==> src/rtl/tm_stream_pkg.sv <==
// Shared stream definitions for the Tsetlin-machine feature transmit and receive paths.
package tm_stream_pkg;

  typedef enum logic {
    IDLE = 1'b0,
    SEND = 1'b1
  } tm_tx_state_e;

  localparam int TM_PACKETS_NUM = 13;
  localparam int TM_TDATA_WIDTH = 64;

  function automatic int beat_idx_w(input int beats);
    return (beats > 1) ? $clog2(beats) : 1;
  endfunction

  localparam int PAD_BITS   = TM_PACKETS_NUM * TM_TDATA_WIDTH;
  localparam int BEAT_IDX_W = beat_idx_w(TM_PACKETS_NUM);

endpackage

==> src/rtl/tm_feature_packetizer_if.sv <==
// AXI-Stream beat bus between the feature packetizer and the inference core.
interface tm_feature_packetizer_if #(
  parameter int DATA_W = 64
) ();
  logic [DATA_W-1:0] tdata;
  logic              tvalid;
  logic              tready;
  logic              tlast;

  modport master (output tdata, output tvalid, output tlast, input tready);
  modport slave  (input tdata, input tvalid, input tlast, output tready);
endinterface

==> src/rtl/tm_feature_packetizer.sv <==
// Serializes one booleanized datapoint LSB-first into PACKETS_NUM AXI-Stream beats,
// flagging tlast on the final beat of the last datapoint of a batch.
module tm_feature_packetizer
  import tm_stream_pkg::*;
#(
  parameter int PACKETS_NUM            = TM_PACKETS_NUM,
  parameter int C_M00_AXIS_TDATA_WIDTH = TM_TDATA_WIDTH,
  parameter int FEATURE_BITS           = PAD_BITS
) (
  input  logic                              clk,
  input  logic                              rst,
  input  logic [FEATURE_BITS-1:0]           feat_in,
  input  logic                              feat_valid,
  input  logic                              feat_last,
  output logic                              feat_ready,
  tm_feature_packetizer_if.master           m00_axis,
  output logic [PACKETS_NUM-1:0]            beat_onehot,
  output logic [C_M00_AXIS_TDATA_WIDTH-1:0] packet_counter
);

  localparam int W     = C_M00_AXIS_TDATA_WIDTH;
  localparam int PAD_W = PACKETS_NUM * W;
  localparam int IDX_W = beat_idx_w(PACKETS_NUM);
  localparam logic [IDX_W-1:0] LAST_IDX = IDX_W'(PACKETS_NUM - 1);

  if (FEATURE_BITS > PAD_W) begin : g_bad_width
    $error("FEATURE_BITS exceeds PACKETS_NUM*C_M00_AXIS_TDATA_WIDTH");
  end

  tm_tx_state_e           state_q;
  logic [IDX_W-1:0]       beat_idx_q;
  logic [PAD_W-1:0]       held_q;
  logic                   last_q;
  logic [PACKETS_NUM-1:0] onehot_q;
  logic [W-1:0]           count_q;

  logic [PAD_W-1:0] feat_pad;
  logic             beat_hs;
  logic             final_beat;
  logic             accept;

  always_comb begin
    feat_pad                    = '0;
    feat_pad[FEATURE_BITS-1:0]  = feat_in;
  end

  assign beat_hs    = (state_q == SEND) && m00_axis.tready;
  assign final_beat = (beat_idx_q == LAST_IDX);
  assign feat_ready = !rst && ((state_q == IDLE) || (final_beat && beat_hs));
  assign accept     = feat_valid && feat_ready;

  // The held vector shifts right one beat per handshake, so the current slice
  // [beat_idx*W +: W] always sits in the low W bits and no wide mux is needed.
  always_ff @(posedge clk) begin
    if (rst) begin
      state_q    <= IDLE;
      beat_idx_q <= '0;
      held_q     <= '0;
      last_q     <= 1'b0;
      onehot_q   <= '0;
      count_q    <= '0;
    end else begin
      if (beat_hs && final_beat) begin
        count_q <= last_q ? '0 : count_q + W'(1);
      end
      if (accept) begin
        state_q    <= SEND;
        beat_idx_q <= '0;
        held_q     <= feat_pad;
        last_q     <= feat_last;
        onehot_q   <= PACKETS_NUM'(1);
      end else if (beat_hs) begin
        if (final_beat) begin
          state_q    <= IDLE;
          beat_idx_q <= '0;
          held_q     <= '0;
          onehot_q   <= '0;
        end else begin
          beat_idx_q <= beat_idx_q + IDX_W'(1);
          held_q     <= held_q >> W;
          onehot_q   <= onehot_q << 1;
        end
      end
    end
  end

  assign m00_axis.tdata  = held_q[W-1:0];
  assign m00_axis.tvalid = (state_q == SEND);
  assign m00_axis.tlast  = (state_q == SEND) && last_q && final_beat;
  assign beat_onehot     = onehot_q;
  assign packet_counter  = count_q;

endmodule

==> src/flat_wrapper.sv <==
// flat-port wrapper written by rule: the top's interface ports become plain ports
module tm_feature_packetizer_flat import tm_stream_pkg::*;
#(
  parameter int PACKETS_NUM            = TM_PACKETS_NUM,
  parameter int C_M00_AXIS_TDATA_WIDTH = TM_TDATA_WIDTH,
  parameter int FEATURE_BITS           = PAD_BITS
)
  (clk, rst, feat_in, feat_valid, feat_last, feat_ready, beat_onehot, packet_counter, m00_axis_tdata, m00_axis_tvalid, m00_axis_tlast, m00_axis_tready);
  tm_feature_packetizer_if #(.DATA_W((64))) m00_axis_i ();
  input  logic clk;
  input  logic rst;
  input  logic [FEATURE_BITS-1:0] feat_in;
  input  logic feat_valid;
  input  logic feat_last;
  output logic feat_ready;
  output logic [PACKETS_NUM-1:0] beat_onehot;
  output logic [C_M00_AXIS_TDATA_WIDTH-1:0] packet_counter;
  output wire logic [$bits(m00_axis_i.tdata)-1:0] m00_axis_tdata;
  output wire logic [$bits(m00_axis_i.tvalid)-1:0] m00_axis_tvalid;
  output wire logic [$bits(m00_axis_i.tlast)-1:0] m00_axis_tlast;
  input wire logic [$bits(m00_axis_i.tready)-1:0] m00_axis_tready;
  assign m00_axis_tdata = m00_axis_i.tdata;
  assign m00_axis_tvalid = m00_axis_i.tvalid;
  assign m00_axis_tlast = m00_axis_i.tlast;
  assign m00_axis_i.tready = m00_axis_tready;
  tm_feature_packetizer #(.PACKETS_NUM(PACKETS_NUM), .C_M00_AXIS_TDATA_WIDTH(C_M00_AXIS_TDATA_WIDTH), .FEATURE_BITS(FEATURE_BITS)) u_core (.clk(clk), .rst(rst), .feat_in(feat_in), .feat_valid(feat_valid), .feat_last(feat_last), .feat_ready(feat_ready), .m00_axis(m00_axis_i), .beat_onehot(beat_onehot), .packet_counter(packet_counter));
endmodule
==> config.mk <==
export PLATFORM = sky130hd
export DESIGN_NAME = tm_feature_packetizer_flat
export DESIGN_NICKNAME = d
export VERILOG_FILES = /design/src/rtl/tm_stream_pkg.sv /design/src/rtl/tm_feature_packetizer_if.sv /design/src/rtl/tm_feature_packetizer.sv /design/src/flat_wrapper.sv
export SDC_FILE = /design/constraint.sdc
export NUM_CORES = 2
export LEC_CHECK = 0
export ABC_AREA = 1
export ABC_CLOCK_PERIOD_IN_PS = 2400
export CELL_PAD_IN_SITES_DETAIL_PLACEMENT = 1
export CELL_PAD_IN_SITES_GLOBAL_PLACEMENT = 2
export CORE_MARGIN = 2
export CORE_UTILIZATION = 27
export DETAILED_ROUTE_END_ITERATION = 10
export PLACE_DENSITY_LB_ADDON = 0.15
export SYNTH_ARGS = -nofsm -noshare
export SYNTH_HDL_FRONTEND = slang
export SYNTH_SLANG_ARGS = --single-unit
export TNS_END_PERCENT = 100
==> constraint.sdc <==
create_clock -name clk -period 2.4 [get_ports clk]
set_input_delay 0.48 -clock clk [delete_from_list [all_inputs] [get_ports clk]]
set_output_delay 0.48 -clock clk [all_outputs]
set_load 0.005 [all_outputs]
==> flow_metrics.tcl <==
set metrics [dict create \
    drc 0 \
    rows 143 \
    first_pass_iters 5 \
    htree_levels 3 \
    yosysWarnings 0 \
    synthCells 6101 \
    synth-seq-area-share_pct 44.52 \
    cp_data_required_time_ps 1920 \
    finalCriticalPeriod_ps 2327 \
    synth_most_common_cell "nand2_1" \
    grt_pass1_vias 44260 \
    wl_per_cell_um 22.02 \
    timing.final.crit_share_pct 96.94 \
    core_area_um2 151700 \
    cpLargestDelayFamily "flip-flops" \
    cts_tree "done" \
    areaGrowthSynthToFinish_pct 40.95 \
    synth_edf_count 0 \
    yosys-top-cells-area "dfxtp_1 (45%), nand2_1 (23%), a21oi_1 (11%), o21ai_1 (8.5%), clkbuf_1 (2.3%)" \
    end_kind "output pin" \
    slowest_delay_ps 330 \
    crit_type "reg2out" \
    ys_top_cells_by_count "nand2_1 (2551), dfxtp_1 (915), a21oi_1 (870)" \
    hpwl_mm 156.8 \
    crit_buf_inv 2 \
    final_max_slew_viol_count 0 \
    grt_antenna_before_repair 130 \
    synth_area_um2 41150 \
    synth_top_area_cell "dfxtp_1" \
    postPlaceCellArea_um2 53990 \
    rrSetupSlack_ps 150 \
    ios 981 \
    path_max_fanout 2 \
    die_area_um2 155500 \
    clockRootBuffer "clkbuf_16" \
    hold_path_class "in2reg" \
    status "complete, no violations" \
    synth_area_per_cell_um2 6.744 \
    critPathSlowestCell "dfxtp_2" \
    rsz0062_at_grt "true" \
    powerDensity_nw_per_um2 708.9 \
    netlist.area_leader.share_pct 44.52 \
    design_area_um2 58000 \
    final_layout_size_suffix_gt1_share_pct 7.413 \
    crit_chain "inv_2 > ha_4 > nand2_4 > nor2_4 > nand2_4 > a21oi_4 > buf_6" \
    cts_made_buffers 114 \
    cp_common_cell "nand2_4" \
    start_util_pct 27.12 \
    cts.path.max_buffers 3 \
    ys.flop_type "dfxtp_1" \
    hold_viol_final 0 \
    setup_viol 0 \
    peakVddDrop_v 0.0005481 \
    grt-ovfl-total 0 \
    grt_use_total_pct 25.05 \
    die_h_um 394.4 \
    drt_wl_total_mm 201.8 \
    max_slew_margin_pct 15.15 \
    grt_pass1_wl_mm 293.3 \
    holdWs_ps 337.8 \
    antenna_left 0 \
    die_w_um 394.4 \
    vias 43660 \
    worstSkewPairLatency_ps 720 \
    gp_congestion 0.8805 \
    synth_cell_type_count 29 \
    critPathLaunchType "register" \
    max_freq_mhz 429.8 \
    p_leak_nw 23.68 \
    ys_async_sr_fraction_pct 0 \
    maxCapViolCount 0 \
    port_buffers 980 \
    synth_fp_nets 6941 \
    grt_max_degree 203 \
    dr.first_iter.drc_count 2211 \
    clkTransAtPathRegs_ps 60 \
    cp.arrival_ps 1850 \
    synth_seq_cells 915 \
    clock_skew_ps 21.93 \
    worst_pin_slew_ps 1273 \
    nets 7824 \
    via_per_inst 4.762 \
    clock_sinks 915 \
]
layout by cell type (no fill, tap or decap), types with 21 or more instances in the layout:
master	synthesis	layout
clkbuf_16	0	116
clkbuf_8	0	26
clkdlybuf4s50_1	0	974
o21ai_0	88	88
nor2_1	175	174
dfxtp_1	915	913
buf_4	71	232
nand3_1	107	106
nand4_1	21	21
o21ai_1	701	701
clkbuf_1	257	27
a21oi_1	870	869
nand2_1	2551	2550
inv_1	84	82
diode_2	0	56
clkinv_2	0	30
buf_12	0	83
logic make-up (layout without fill, tap and decap cells):
family          after synthesis  in the layout  share of synthesized area [%]
simple gates               2886           2886                          26.96
other cells                   0             56                              0
flops                       915            915                          44.52
compound gates             1678           1678                          20.51
fa+ha+maj                     3              3                        0.09123
buf+inv                     617           1598                          7.879
xor+xnor                      2              2                        0.04258
area by class of cell:
| cell class | instances | area, um^2 |
|---|---|---|
| Antenna cell | 56 | 140.1 |
| Clock buffer | 169 | 3362 |
| Clock inverter | 45 | 427.9 |
| Fill cell | 18960 | 93730 |
| Inverter | 88 | 345.3 |
| Multi-Input combinational cell | 4569 | 19640 |
| Sequential cell | 915 | 18320 |
| Tap cell | 2030 | 2540 |
| Timing Repair Buffer | 1296 | 13220 |
path summary, 6_finish.rpt:
check                  startpoint                  to  cells past startpoint
min                  feat_in[814]  u_core.held_q[814]                      3
max          u_core.beat_idx_q[0]          feat_ready                      7
min reg2reg     u_core.held_q[25]   u_core.held_q[25]                      2
max reg2reg  u_core.beat_idx_q[0]  u_core.held_q[283]                     13
timing repair:
action / CTS / global route
hold buffers: 1 / 0
endpoints found under the hold margin: 5 / 0
gates cloned: 0 / 0
pin swaps: 4 / 3
setup endpoints to repair: 4 / 4
gates resized for setup: 18 / 1
setup buffers: 4 / 1
where the power goes:
| part | leakage, nW | internal [mW] | switching, mW |
|---|---|---|---|
| Clock | 1.89 | 10.3 | 7.27 |
| Combinational | 14.3 | 3.11 | 3.49 |
| Sequential | 7.50 | 16.3 | 0.656 |
| Total | 23.7 | 29.7 | 11.4 |
through the flow:
step / setup WS [ps] / util (%) / setup TNS [ps] / power, mW / cells
3_3_place_gp: -353.3 / 35.58 / -158900 / 23.83 / 8892
5_1_grt: -22.36 / 38.20 / -22.36 / 43.06 / 9156
6_report: 73.35 / 38.22 / 0 / 41.11 / 9168
2_1_floorplan: 533.7 / - / 0 / 20.39 / 6101
3_5_place_dp: -394.7 / 35.58 / -184580 / 23.93 / 8892
4_1_cts: -68.80 / 38.12 / -68.80 / 41.74 / 9111
worst register-to-register path: stages (launching register included):
cell     delay (ps)
dfxtp_2         330
inv_2            70
ha_4            140
nand2_4          50
nor2_4          100
nand2_4          60
buf_4           130
nand2_1         110
nand3_4         130
buf_4           230
buf_12          200
buf_4           180
o21ai_1         240
a21oi_1         110
flip-flops by register name, summed over array words and instances (netlist names):
register,cells
u_core.beat_idx_q,4
u_core.beat_onehot,13
u_core.held_q,832
u_core.last_q,1
u_core.m00_axis.tvalid,1
u_core.packet_counter,64
routing by layer:
| layer | share of wire [%] | track usage, % | vias to the layer above |
|---|---|---|---|
| met5 | 0.39 | 0 | - |
| met4 | 3.4 | 10.19 | 122 |
| met3 | 5.4 | 6.301 | 395 |
| met2 | 49 | 43.32 | 912 |
| met1 | 41 | 29.43 | 20510 |
| li1 | - | - | 21720 |
No activity file was read; power rests on OpenSTA's default activity.
